File: config.mk
export PLATFORM = sky130hd
export DESIGN_NAME = round_arbiter_flat
export DESIGN_NICKNAME = d
export VERILOG_FILES = /design/src/rtl/round_arbiter_if.sv /design/src/rtl/round_arbiter.sv /design/src/flat_wrapper.sv
export SDC_FILE = /design/constraint.sdc
export NUM_CORES = 1
export LEC_CHECK = 0
export CAP_MARGIN = 10
export CORE_MARGIN = 1.5
export CORE_UTILIZATION = 45
export CTS_CLUSTER_DIAMETER = 60
export DETAILED_ROUTE_END_ITERATION = 8
export PLACE_DENSITY_LB_ADDON = 0.25
export SYNTH_ARGS = -nofsm -noshare
export SYNTH_HDL_FRONTEND = slang
export SYNTH_SLANG_ARGS = --single-unit
export TNS_END_PERCENT = 20
File: constraint.sdc
create_clock -name clk -period 8.43 [get_ports clk]
set_input_delay 2.1075 -clock clk [delete_from_list [all_inputs] [get_ports clk]]
set_output_delay 2.1075 -clock clk [all_outputs]
set_load 0.01 [all_outputs]
File: src/rtl/round_arbiter_if.sv
// ============================================================================
// Module      : round_arbiter_if
// Description : Request/result bundle between requesters, round_arbiter and
//               the downstream consumer.
// Revision    : 1.0 - initial release
// ============================================================================
`default_nettype none

interface round_arbiter_if #(
  parameter int N_REQ        = 4,
  parameter int WIDTH_IN_MAX = 19,
  parameter int WIDTH_OUT    = 16,
  parameter int ID_W         = ($clog2(N_REQ) < 1) ? 1 : $clog2(N_REQ)
);
  logic [N_REQ-1:0]              req_valid;
  logic [N_REQ-1:0]              req_ready;
  logic [N_REQ*WIDTH_IN_MAX-1:0] req_data;
  logic [N_REQ*8-1:0]            req_width;
  logic                          res_valid;
  logic                          res_ready;
  logic [WIDTH_OUT-1:0]          res_data;
  logic [ID_W-1:0]               res_id;
  logic                          res_err;

  // Requesters plus consumer side
  modport master (
    output req_valid, req_data, req_width, res_ready,
    input  req_ready, res_valid, res_data, res_id, res_err
  );

  // Arbiter side
  modport slave (
    input  req_valid, req_data, req_width, res_ready,
    output req_ready, res_valid, res_data, res_id, res_err
  );
endinterface

`default_nettype wire

File: src/rtl/round_arbiter.sv
// ============================================================================
// Module      : round_arbiter
// Description : Round-robin arbiter sharing one half-to-even rounder between
//               N_REQ requesters; 1-cycle latency, tagged valid/ready result.
//               Optional macro ROUND_ARB_PRIO0_EN gives requester 0 strict
//               priority over the round-robin group.
// Revision    : 1.0 - initial release
// ============================================================================
`default_nettype none

module round_arbiter #(
  parameter int N_REQ        = 4,
  parameter int WIDTH_IN_MAX = 19,
  parameter int WIDTH_OUT    = 16,
  parameter int IS_SIGNED    = 1,
  parameter int ID_W         = ($clog2(N_REQ) < 1) ? 1 : $clog2(N_REQ)
) (
  input  wire logic         clk,
  input  wire logic         rst_n,
  round_arbiter_if.slave    bus
);

  localparam int FRAC_W = WIDTH_IN_MAX - WIDTH_OUT;

`ifdef ROUND_ARB_PRIO0_EN
  localparam logic [N_REQ-1:0] RR_MASK = ~N_REQ'(1);
`else
  localparam logic [N_REQ-1:0] RR_MASK = '1;
`endif

  logic [ID_W-1:0]         r_ptr;
  logic                    r_res_valid;
  logic [ID_W-1:0]         r_res_id;
  logic                    r_res_err;
  logic [WIDTH_OUT-1:0]    r_dout;

  logic [N_REQ-1:0]        w_rr_req;
  logic                    w_hi_found;
  logic                    w_lo_found;
  logic [ID_W-1:0]         w_hi;
  logic [ID_W-1:0]         w_lo;
  logic                    w_found;
  logic                    w_is_prio;
  logic [ID_W-1:0]         w_gnt;
  logic                    w_can_issue;
  logic                    w_issue;
  logic [ID_W-1:0]         w_ptr_next;
  logic [WIDTH_IN_MAX-1:0] w_din;
  logic [7:0]              w_width;
  logic                    w_clamped;
  logic [7:0]              w_width_eff;
  logic [7:0]              w_shift;
  logic [WIDTH_IN_MAX-1:0] w_just;
  logic [WIDTH_OUT-1:0]    w_trunc;
  logic [WIDTH_OUT-1:0]    w_rounded;

  assign w_rr_req = bus.req_valid & RR_MASK;

  // Descending scan leaves the lowest index at/above ptr in w_hi and the
  // lowest index below ptr in w_lo; w_hi wins, w_lo covers the wrap.
  always_comb begin
    w_hi_found = 1'b0;
    w_lo_found = 1'b0;
    w_hi       = '0;
    w_lo       = '0;
    for (int i = N_REQ - 1; i >= 0; i--) begin
      if (w_rr_req[i]) begin
        if (ID_W'(i) >= r_ptr) begin
          w_hi_found = 1'b1;
          w_hi       = ID_W'(i);
        end else begin
          w_lo_found = 1'b1;
          w_lo       = ID_W'(i);
        end
      end
    end
  end

  always_comb begin
    w_found   = w_hi_found || w_lo_found;
    w_gnt     = w_hi_found ? w_hi : w_lo;
    w_is_prio = 1'b0;
`ifdef ROUND_ARB_PRIO0_EN
    if (bus.req_valid[0]) begin
      w_found   = 1'b1;
      w_gnt     = '0;
      w_is_prio = 1'b1;
    end
`endif
  end

  // Reset gates issue so req_ready stays low while rst_n is held.
  assign w_can_issue   = rst_n && (!r_res_valid || bus.res_ready);
  assign w_issue       = w_can_issue && w_found;
  assign bus.req_ready = w_issue ? (N_REQ'(1) << w_gnt) : '0;
  assign w_ptr_next    = (w_gnt == ID_W'(N_REQ - 1)) ? '0 : w_gnt + 1'b1;

  always_comb begin
    w_din   = '0;
    w_width = '0;
    for (int i = 0; i < N_REQ; i++) begin
      if (w_gnt == ID_W'(i)) begin
        w_din   = bus.req_data[i*WIDTH_IN_MAX +: WIDTH_IN_MAX];
        w_width = bus.req_width[i*8 +: 8];
      end
    end
  end

  assign w_clamped   = (w_width == 8'd0) || (w_width > 8'(WIDTH_IN_MAX));
  assign w_width_eff = w_clamped ? 8'(WIDTH_IN_MAX) : w_width;
  assign w_shift     = 8'(WIDTH_IN_MAX) - w_width_eff;
  assign w_just      = w_din << w_shift;
  assign w_trunc     = w_just[WIDTH_IN_MAX-1 -: WIDTH_OUT];

  generate
    if (FRAC_W > 0) begin : g_round
      localparam logic [FRAC_W-1:0] HALF = FRAC_W'(1) << (FRAC_W - 1);
      logic [FRAC_W-1:0]  w_frac;
      logic               w_inc;
      logic [WIDTH_OUT:0] w_sum;

      assign w_frac = w_just[FRAC_W-1:0];
      assign w_inc  = (w_frac > HALF) || ((w_frac == HALF) && w_trunc[0]);
      assign w_sum  = {1'b0, w_trunc} + {{WIDTH_OUT{1'b0}}, w_inc};

      // Rounding up can only overflow past the positive / unsigned maximum.
      always_comb begin
        w_rounded = w_sum[WIDTH_OUT-1:0];
        if (IS_SIGNED != 0) begin
          if (!w_trunc[WIDTH_OUT-1] && w_sum[WIDTH_OUT-1])
            w_rounded = {1'b0, {(WIDTH_OUT-1){1'b1}}};
        end else if (w_sum[WIDTH_OUT]) begin
          w_rounded = '1;
        end
      end
    end else begin : g_exact
      assign w_rounded = w_trunc;
    end
  endgenerate

  // Rounder output register: no reset, holds while ena is low.
  always_ff @(posedge clk) begin
    if (w_issue)
      r_dout <= w_rounded;
  end

  always_ff @(posedge clk) begin
    if (!rst_n) begin
      r_ptr       <= '0;
      r_res_valid <= 1'b0;
      r_res_id    <= '0;
      r_res_err   <= 1'b0;
    end else begin
      if (w_issue) begin
        r_res_valid <= 1'b1;
        r_res_id    <= w_gnt;
        r_res_err   <= w_clamped;
        if (!w_is_prio)
          r_ptr <= w_ptr_next;
      end else if (bus.res_ready) begin
        r_res_valid <= 1'b0;
      end
    end
  end

  assign bus.res_valid = r_res_valid;
  assign bus.res_id    = r_res_id;
  assign bus.res_err   = r_res_err;
  assign bus.res_data  = r_res_valid ? r_dout : '0;

endmodule

`default_nettype wire
File: src/flat_wrapper.sv
// flat-port wrapper written by rule: the top's interface ports become plain ports
module round_arbiter_flat 
#(
  parameter int N_REQ        = 4,
  parameter int WIDTH_IN_MAX = 19,
  parameter int WIDTH_OUT    = 16,
  parameter int IS_SIGNED    = 1,
  parameter int ID_W         = ($clog2(N_REQ) < 1) ? 1 : $clog2(N_REQ)
)
  (clk, rst_n, bus_req_valid, bus_req_data, bus_req_width, bus_res_ready, bus_req_ready, bus_res_valid, bus_res_data, bus_res_id, bus_res_err);
  round_arbiter_if #(.N_REQ(N_REQ), .WIDTH_IN_MAX(WIDTH_IN_MAX), .WIDTH_OUT(WIDTH_OUT), .ID_W(ID_W)) bus_i ();
  input  wire logic clk;
  input  wire logic rst_n;
  input wire logic [$bits(bus_i.req_valid)-1:0] bus_req_valid;
  input wire logic [$bits(bus_i.req_data)-1:0] bus_req_data;
  input wire logic [$bits(bus_i.req_width)-1:0] bus_req_width;
  input wire logic [$bits(bus_i.res_ready)-1:0] bus_res_ready;
  output wire logic [$bits(bus_i.req_ready)-1:0] bus_req_ready;
  output wire logic [$bits(bus_i.res_valid)-1:0] bus_res_valid;
  output wire logic [$bits(bus_i.res_data)-1:0] bus_res_data;
  output wire logic [$bits(bus_i.res_id)-1:0] bus_res_id;
  output wire logic [$bits(bus_i.res_err)-1:0] bus_res_err;
  assign bus_i.req_valid = bus_req_valid;
  assign bus_i.req_data = bus_req_data;
  assign bus_i.req_width = bus_req_width;
  assign bus_i.res_ready = bus_res_ready;
  assign bus_req_ready = bus_i.req_ready;
  assign bus_res_valid = bus_i.res_valid;
  assign bus_res_data = bus_i.res_data;
  assign bus_res_id = bus_i.res_id;
  assign bus_res_err = bus_i.res_err;
  round_arbiter #(.N_REQ(N_REQ), .WIDTH_IN_MAX(WIDTH_IN_MAX), .WIDTH_OUT(WIDTH_OUT), .IS_SIGNED(IS_SIGNED), .ID_W(ID_W)) u_core (.clk(clk), .rst_n(rst_n), .bus(bus_i));
endmodule
==> flow_metrics.tcl <==
set metrics [dict create \
    final_nets 736 \
    ys_warn_count 0 \
    yosysSeqAreaShare 0.1685 \
    min_path_type "reg2reg" \
    fillers 659 \
    antenna_left 0 \
    numCtsBuffers 3 \
    fin_crit_sh 0.9367 \
    wl_um 12560 \
    htree_levels 1 \
    via_per_inst 6.224 \
    tns_ps 0 \
    p_leak_uw 0.001883 \
    clk_latency_ps 260 \
    crit_path_max_fanout 20 \
    syn_avg_cell_area_sq_um 7.362 \
    syn_area_sq_um 3563 \
    status "completed" \
    final_cell_mix "138 x clkdlybuf4s50_1, 40 x nor2_1, 39 x o21ai_0" \
    synth-edff-count 16 \
    fin_util 0.6712 \
    area_growth_syn_to_layout_pct 44.80 \
    synth-seq-cells 22 \
    grt_pass1_wl_um 20780 \
    synth_cell_types 75 \
    ys.flop_type "edfxtp_1" \
    cp-start-kind "input port" \
    clock-sinks 22 \
    grt_max_degree 35 \
    post_drt_wl_per_cell_um 17.57 \
    layout_setup_ws_ps 533.6 \
    ir_drop_uv 128.2 \
    grt_usage 0.2972 \
    num_vias 4450 \
    cts_tree "built" \
    synth_cells 484 \
    setup-violations-final 0 \
    clock_skew_ps 4.805 \
    max-slew-margin-rel 0.4381 \
    crit_path_end_kind "flip-flop" \
    whs_ps 473.3 \
    cts-hold-fix-buffers 0 \
    rows 32 \
    rsz0062_at_grt "false" \
    slew_viol_final 0 \
    first_pass_iters 5 \
    port_buffers 138 \
    fin_crit_ps 7896 \
    drc 0 \
    clk_path_buf_depth 2 \
    drive_above_1_share 0.09462 \
    critPathRequiredTime_ps 8540 \
    first_global_vias 4428 \
    die_w_um 91.99 \
    final_common_cell "clkdlybuf4s50_1" \
    hold_viol 0 \
    yosys.area.top_type_share 0.1348 \
    crit_type "in2reg" \
    dieArea_sq_um 8461 \
    slowest_stage "mux4_2" \
    dr.first_iter.drc_count 273 \
    clkTransAtPathRegs_ps 70 \
    overflow 0 \
    slowest_delay_ps 480 \
    cts_root_buf "clkbuf_8" \
    fmax_mhz 126.6 \
    dp_slack_ps 171.0 \
    place_congestion 0.9506 \
    post-dp-hpwl_um 10330 \
    ios 139 \
    antenna_cells 0 \
    synthTopCellsByArea "edfxtp_1 13%, o21ai_0 5.5%, a21oi_1 5.1%" \
    ys_async_sr_fraction 0 \
    antenna_found_initial 0 \
    worstPathArrival_ps 8010 \
    die_y_um 91.99 \
    maxCapViolCount 0 \
    core-area_sq_um 7687 \
    yosys.area.top_type "edfxtp_1" \
    syn_nets 606 \
    start_util 0.4635 \
    powerDensity_nw_per_um2 364.9 \
    tightest_slew_ps 840.1 \
]
per-stage QoR:
step | power [uW] | instance area [sq um] | std cells
floorplan | 1325 | 3563 | 484
global placement | 1744 | 5074 | 710
detailed placement | 1757 | 5074 | 710
CTS | 1838 | 5129 | 714
global route | 2041 | 5160 | 715
finish | 1883 | 5160 | 715
state kept, by name (all words and copies together) (netlist names):
register	cells
u_core.r_dout	16
u_core.bus.res_id	2
u_core.r_ptr	2
u_core.bus.res_err	1
u_core.bus.res_valid	1
critical path: cells and delay by family:
| family | cells | cell delay, ps |
|---|---|---|
| simple gates | 8 | 1600 |
| buf+inv | 7 | 1480 |
| mux | 2 | 590 |
| compound gates | 7 | 1720 |
| fa+ha+maj | 2 | 490 |
kinds of logic after synthesis:
kind of cell | share of synthesized area
adders and majority gates | 0.02458
buffers and inverters | 0.06250
AOI/OAI and AO/OA | 0.4298
DFF | 0.1685
muxes | 0.03160
xor gates and xnor gates | 0.01475
and+or+nand+nor | 0.2683
final cells by class:
| class | instances | area, sq um | area share |
|---|---|---|---|
| clock buffer | 4 | 55.05 | 0.01067 |
| inverter | 16 | 60.06 | 0.01164 |
| multi-input combinational | 411 | 2770 | 0.5369 |
| sequential | 22 | 600.6 | 0.1164 |
| tap | 102 | 127.6 | 0.02473 |
| timing repair buffer | 160 | 1546 | 0.2997 |
timing repair:
item                                    4_1_cts  5_1_grt
endpoints found under the setup margin        0       11
resized for setup                             0        4
buffers inserted                              0        1
routing by layer:
layer  global-route usage  up-vias  part of all wire
li1                     -     2159                 -
met1               0.3641     2038              0.42
met2               0.5167      212              0.47
met3              0.03648       41             0.068
met4               0.1346        0             0.041
met5                    0        -                 0
power breakdown:
| part | internal [uW] | switching (uW) | leakage, uW |
|---|---|---|---|
| sequential | 194 | 12.2 | 0.000207 |
| clock | 41.6 | 31.7 | 0.0000288 |
| combinational | 641 | 962 | 0.00165 |
| total | 877 | 1010 | 0.00188 |
synthesized netlist by cell type (8+ instances only):
library cell,count
nor2_1,40
o21ai_0,39
a21oi_1,36
nand2_1,32
nor3_1,24
and2_1,23
a221o_1,16
clkbuf_1,16
edfxtp_1,16
inv_1,14
a211oi_1,13
buf_2,13
o21a_1,11
a221oi_1,10
nand3_1,10
mux2i_1,9
nor4_1,8
o22ai_1,8
or3_1,8
worst paths after layout:
kind                                    startpoint                 end  slack (ps)  cells after the start
worst max register to register     u_core.r_ptr[0]   u_core.r_dout[14]        2550                     24
worst min register to register  u_core.bus.res_err  u_core.bus.res_err         470                      2
worst max-delay path              bus_req_valid[0]   u_core.r_dout[14]         530                     26
worst min-delay path            u_core.bus.res_err  u_core.bus.res_err         470                      2
Power figures use the tool's default switching activity.
